<file path="config.mk">
export PLATFORM = sky130hd
export DESIGN_NAME = irr_priority_resolver
export DESIGN_NICKNAME = d
export VERILOG_FILES = /design/src/rtl/irr_priority_resolver.sv
export SDC_FILE = /design/constraint.sdc
export NUM_CORES = 1
export LEC_CHECK = 0
export CORE_MARGIN = 3
export CORE_UTILIZATION = 35
export CTS_CLUSTER_DIAMETER = 30
export DETAILED_ROUTE_END_ITERATION = 16
export PLACE_DENSITY = 0.69
export SLEW_MARGIN = 10
export SYNTH_ARGS = -nofsm -noshare
export SYNTH_HDL_FRONTEND = slang
export SYNTH_SLANG_ARGS = --single-unit
</file>
<file path="constraint.sdc">
create_clock -name i_clk -period 3.94 [get_ports i_clk]
set_clock_uncertainty 0.05 [all_clocks]
set_input_delay 1.182 -clock i_clk [delete_from_list [all_inputs] [get_ports i_clk]]
set_output_delay 1.182 -clock i_clk [all_outputs]
set_load 0.05 [all_outputs]
</file>
<file path="src/rtl/irr_priority_resolver.sv">
// irr_priority_resolver: PIC interrupt-request front end.
// Synchronises IR7..IR0, holds the IRR, applies the mask, resolves the
// highest-priority unmasked request under a rotatable base against the
// current in-service bits, and runs the INT/INTA handshake with the CPU.
module irr_priority_resolver #(
    parameter int SYNC_STAGES = 2
) (
    input  logic       i_clk,
    input  logic       i_reset,
    input  logic [7:0] i_ir,
    input  logic       i_ltim,
    input  logic [7:0] i_imr,
    input  logic [7:0] i_isr_cur,
    input  logic       i_prio_load,
    input  logic [2:0] i_prio_base,
    input  logic       i_inta_pulse,
    output logic       o_int_out,
    output logic [7:0] o_isr_set,
    output logic [2:0] o_n,
    output logic [7:0] o_irr,
    output logic [2:0] o_vec_level,
    output logic       o_ack_done
);

    localparam logic [1:0] ST_IDLE = 2'd0;
    localparam logic [1:0] ST_REQ  = 2'd1;
    localparam logic [1:0] ST_ACK1 = 2'd2;

    logic [SYNC_STAGES-1:0][7:0] r_sync;
    logic [7:0]  r_irr;
    logic [7:0]  r_arm;
    logic [2:0]  r_base;
    logic [1:0]  r_state;
    logic        r_int_out;
    logic [7:0]  r_isr_set;
    logic [2:0]  r_vec_level;
    logic        r_ack_done;

    logic [7:0]  w_ir_s;
    logic [7:0]  w_masked;
    logic [15:0] w_masked_dbl;
    logic [15:0] w_isr_dbl;
    logic [7:0]  w_masked_rot;
    logic [7:0]  w_isr_rot;
    logic [2:0]  w_cand_rank;
    logic        w_cand_valid;
    logic [2:0]  w_cand;
    logic [2:0]  w_isr_rank;
    logic        w_isr_any;
    logic        w_req_valid;
    logic [1:0]  w_state_d;
    logic        w_grant;
    logic        w_spurious;
    logic        w_ack;
    logic [7:0]  w_grant_mask;
    logic [7:0]  w_irr_d;

    // Input synchroniser; deliberately not reset so that lines already high
    // during reset appear high (not low) afterwards and cannot arm an edge.
    always_ff @(posedge i_clk) begin
        r_sync <= {r_sync[SYNC_STAGES-2:0], i_ir};
    end

    assign w_ir_s = r_sync[SYNC_STAGES-1];

    // Rotate request and in-service vectors so that bit j holds rank j.
    always_comb begin
        w_masked     = r_irr & ~i_imr;
        w_masked_dbl = {w_masked, w_masked} >> r_base;
        w_isr_dbl    = {i_isr_cur, i_isr_cur} >> r_base;
        w_masked_rot = w_masked_dbl[7:0];
        w_isr_rot    = w_isr_dbl[7:0];
    end

    // Lowest-rank set bit of each rotated vector (downward scan keeps the lowest).
    always_comb begin
        w_cand_rank  = 3'd0;
        w_cand_valid = 1'b0;
        w_isr_rank   = 3'd0;
        w_isr_any    = 1'b0;
        for (int j = 7; j >= 0; j--) begin
            if (w_masked_rot[j]) begin
                w_cand_rank  = 3'(j);
                w_cand_valid = 1'b1;
            end
            if (w_isr_rot[j]) begin
                w_isr_rank = 3'(j);
                w_isr_any  = 1'b1;
            end
        end
    end

    assign w_cand      = w_cand_rank + r_base;
    assign w_req_valid = w_cand_valid && (!w_isr_any || (w_cand_rank < w_isr_rank));

    // Handshake next-state and grant decode.
    always_comb begin
        w_state_d  = r_state;
        w_grant    = 1'b0;
        w_spurious = 1'b0;
        w_ack      = 1'b0;
        case (r_state)
            ST_IDLE: begin
                if (w_req_valid) w_state_d = ST_REQ;
            end
            ST_REQ: begin
                if (i_inta_pulse) begin
                    w_state_d  = ST_ACK1;
                    w_grant    = w_req_valid;
                    w_spurious = !w_req_valid;
                end else if (!w_req_valid) begin
                    w_state_d = ST_IDLE;
                end
            end
            ST_ACK1: begin
                if (i_inta_pulse) begin
                    w_state_d = ST_IDLE;
                    w_ack     = 1'b1;
                end
            end
            default: w_state_d = ST_IDLE;
        endcase
    end

    // IRR next value: edge mode latches an armed rising line, level mode follows.
    always_comb begin
        w_grant_mask = w_grant ? (8'b1 << w_cand) : 8'b0;
        if (i_ltim) begin
            w_irr_d = w_ir_s & ~w_grant_mask;
        end else begin
            w_irr_d = (r_irr | (w_ir_s & r_arm)) & w_ir_s & ~w_grant_mask;
        end
    end

    // State and output registers.
    always_ff @(posedge i_clk) begin
        if (i_reset) begin
            r_irr       <= 8'b0;
            r_arm       <= 8'b0;
            r_base      <= 3'd0;
            r_state     <= ST_IDLE;
            r_int_out   <= 1'b0;
            r_isr_set   <= 8'b0;
            r_vec_level <= 3'd0;
            r_ack_done  <= 1'b0;
        end else begin
            r_irr      <= w_irr_d;
            r_arm      <= ~w_ir_s;
            r_state    <= w_state_d;
            r_int_out  <= (w_state_d == ST_REQ);
            r_isr_set  <= w_grant_mask;
            r_ack_done <= w_ack;
            if (i_prio_load) r_base <= i_prio_base;
            if (w_grant) begin
                r_vec_level <= w_cand;
            end else if (w_spurious) begin
                r_vec_level <= 3'd7;
            end
        end
    end

    assign o_int_out   = r_int_out;
    assign o_isr_set   = r_isr_set;
    assign o_n         = r_base;
    assign o_irr       = r_irr;
    assign o_vec_level = r_vec_level;
    assign o_ack_done  = r_ack_done;

endmodule

</file>
==> results_dict.tcl <==
set metrics [dict create \
    numPlacedInstances 409 \
    grt_max_degree 17 \
    finalHoldViolCount 0 \
    dr.max_layer_used "met4" \
    drt_pre_antenna_iters 4 \
    die_y_um 91.1 \
    worstPathRequired_ps 4090 \
    p_clk_frac 0.234 \
    place_hpwl_um 4670 \
    fp-row-count 30 \
    critical-path-slowest-cell "or4b_4" \
    ioPinCount 56 \
    die_width_um 91.1 \
    grt_pass1_vias 2285 \
    synthCells 237 \
    numCtsBuffers 5 \
    stdcell_count 437 \
    layout_common_cells "dfxtp_1 (50), buf_4 (48), clkdlybuf4s50_1 (39), nor2_1 (28), mux2i_1 (10)" \
    setup_ws_ps -5.11 \
    power.density_mw_per_mm2 399 \
    cp.buffers_inverters 3 \
    internal_power_mw 1.10 \
    finalSetupTns_ps -11.8 \
    crit_chain "buf_8 -> nor2b_4 -> mux4_2 -> mux2_4 -> or4b_4 -> nor2b_4 -> ha_4 -> a21oi_2 -> o21ai_1 -> nor4_2 -> a221o_2 -> buf_6 -> buf_12 -> and4b_1" \
    slew_headroom 0.578 \
    status "finished with violations" \
    clk_pin_slew_worst_paths_ps 100 \
    vdd_drop_max_v 0.000348 \
    grt_pass1_wl_um 11000 \
    drc 0 \
    wire_per_inst_um 15.7 \
    setup_viol 3 \
    startpoint_type "input port" \
    rsz0062_at_grt "true" \
    area_delta_synth_final_pct 58.7 \
    ctsHoldBuffers 0 \
    power_mw 1.60 \
    arrival_ps 4100 \
    holdWs_ps 283 \
    utilization 0.582 \
    start_util 0.367 \
    crit_type "input port to flop" \
    cts_tree "done" \
    synth_area_mm2 0.00253 \
    placed_cell_area_mm2 0.00343 \
    core_mm2 0.00691 \
    synth_seq_cells 50 \
    antenna_found_initial 0 \
    critical_path.top_delay_family "simple AND/OR/NAND/NOR gates" \
    synth_async_sr_flop_share 0 \
    die_area_mm2 0.00829 \
    dp_slack_ps -732 \
    slew_viol_final 0 \
    grt.overflow.total 0 \
    drive_gt1_frac 0.411 \
    fin_crit_sh 1.00 \
    critPathMostFrequentCell "nor2b_4" \
    vias 2208 \
    maxCapViolations 0 \
    slowest_delay_ps 530 \
    synth-edff-count 0 \
    drt-initial-drc-count 68 \
    final_common_cell "dfxtp_1" \
    port_buffers 55 \
    critPathMaxFanout 6 \
    yosysUniqueCellTypes 52 \
    clock_path_buffers 2 \
    htree_levels 2 \
    drt-met1-wl_um 2970 \
    worst_pin_slew_ps 625 \
    wl_met3_um 247 \
    wl_met2_um 3400 \
    end_kind "flop" \
    avgSynthCellArea_um2 10.7 \
    synth_nets 273 \
    violations "setup timing" \
    clk_latency_ps 300 \
    antenna_cells 0 \
    gp_congestion 0.834 \
    cts_sinks 50 \
    hold_path_class "flop to flop" \
    final_cell_area_mm2 0.00402 \
    max_clock_freq_ghz 0.253 \
    grt_usage 0.163 \
    wirelength_um 6850 \
    cts_root_buffer "clkbuf_8" \
    p_seq_frac 0.347 \
    nNetsFinal 376 \
    switching_share 0.312 \
    min_period_ps 3950 \
    antenna_left 0 \
    synth_flop_cell "dfxtp_1" \
    yosysSeqAreaShare 0.395 \
    power_switching_mw 0.500 \
    combPwrFrac 0.418 \
    p_leak_nw 1.56 \
    nFillCells 565 \
    viasPerCell 5.05 \
    synth_warnings 0 \
]
-- synth_stat cells (2+ instances only) --
cell      instances  area share
nand3_1           2      0.0040
a31oi_1           9       0.022
nor2_1           29       0.043
o2111a_1          2      0.0089
mux4_2            5       0.044
nor4bb_1          3       0.012
buf_2             6       0.012
mux2i_1          12       0.047
nor2b_1           9       0.022
nand2b_1          2      0.0049
ha_1              3       0.015
nor4b_1           4       0.014
mux2_2           13       0.058
nor3b_1           5       0.015
o311ai_0          8       0.028
o21ai_0           2      0.0040
or2_2             2      0.0049
nor3_1            5      0.0099
nor4_1            4      0.0099
dfxtp_1          50        0.40
a21oi_1           7       0.014
inv_1             2      0.0030
or3_1             2      0.0049
mux4_1            4       0.042
buf_6             4       0.018
and4b_1           5       0.020
a211oi_1          4       0.012
nand2_1           9       0.013
nand4_1           2      0.0049
-- sequential cells by signal, summed over array words and instances (netlist names) --
register,count
o_ack_done,1
r_state,2
w_ir_s,8
o_vec_level,3
r_arm,8
o_isr_set,8
o_int_out,1
o_n,3
r_sync,8
o_irr,8
-- area by class of cell --
type,count,area (µm²),share of cell area
clock inverter,2,38.8,0.00965
tap,96,120,0.0299
timing repair buffer,110,1050,0.261
clock buffer,6,82.6,0.0205
sequential,50,1000,0.249
inverter,3,11.3,0.00280
multi-input combinational,170,1720,0.427
-- power groups by stage --
stage,sequential [mW],combinational [mW],clock (mW)
after CTS,0.557,0.645,0.383
after detailed placement,0.568,0.459,0
after global routing,0.561,0.711,0.400
after floorplan,0.602,0.264,0
after global placement,0.567,0.454,0
final,0.557,0.671,0.376
-- what timing repair did --
item                       4_1_cts  5_1_grt
buffers inserted                15        3
gates cloned                     3        0
resized for setup               83       27
pin swaps                       12        9
setup endpoints to repair       21       21
-- kinds of logic (layout without fill, tap and decap cells) --
kind of cell,Yosys count,in the layout,synth area share
simple gates,90,90,0.218
flops,50,50,0.395
compound gates,38,38,0.112
mux,35,35,0.197
buf+inv,17,121,0.0420
fa+ha+maj,4,4,0.0227
xor+xnor,3,3,0.0133
-- layer usage --
layer  up-vias  global-route usage
li1       1101                   -
met1      1029               0.201
met2        62               0.276
met3        16              0.0323
met4         0              0.0704
met5         -                   0
-- worst paths after layout --
kind / from / endpoint / slack, ps / cells past startpoint
worst max-delay path: i_imr[0] / o_isr_set[6] / -5 / 14
worst min-delay path: r_sync[2] / w_ir_s[2] / 280 / 0
worst max register to register: o_n[1] / o_isr_set[6] / 90 / 15
worst min register to register: r_sync[2] / w_ir_s[2] / 280 / 0
Power figures use the tool's default switching activity.
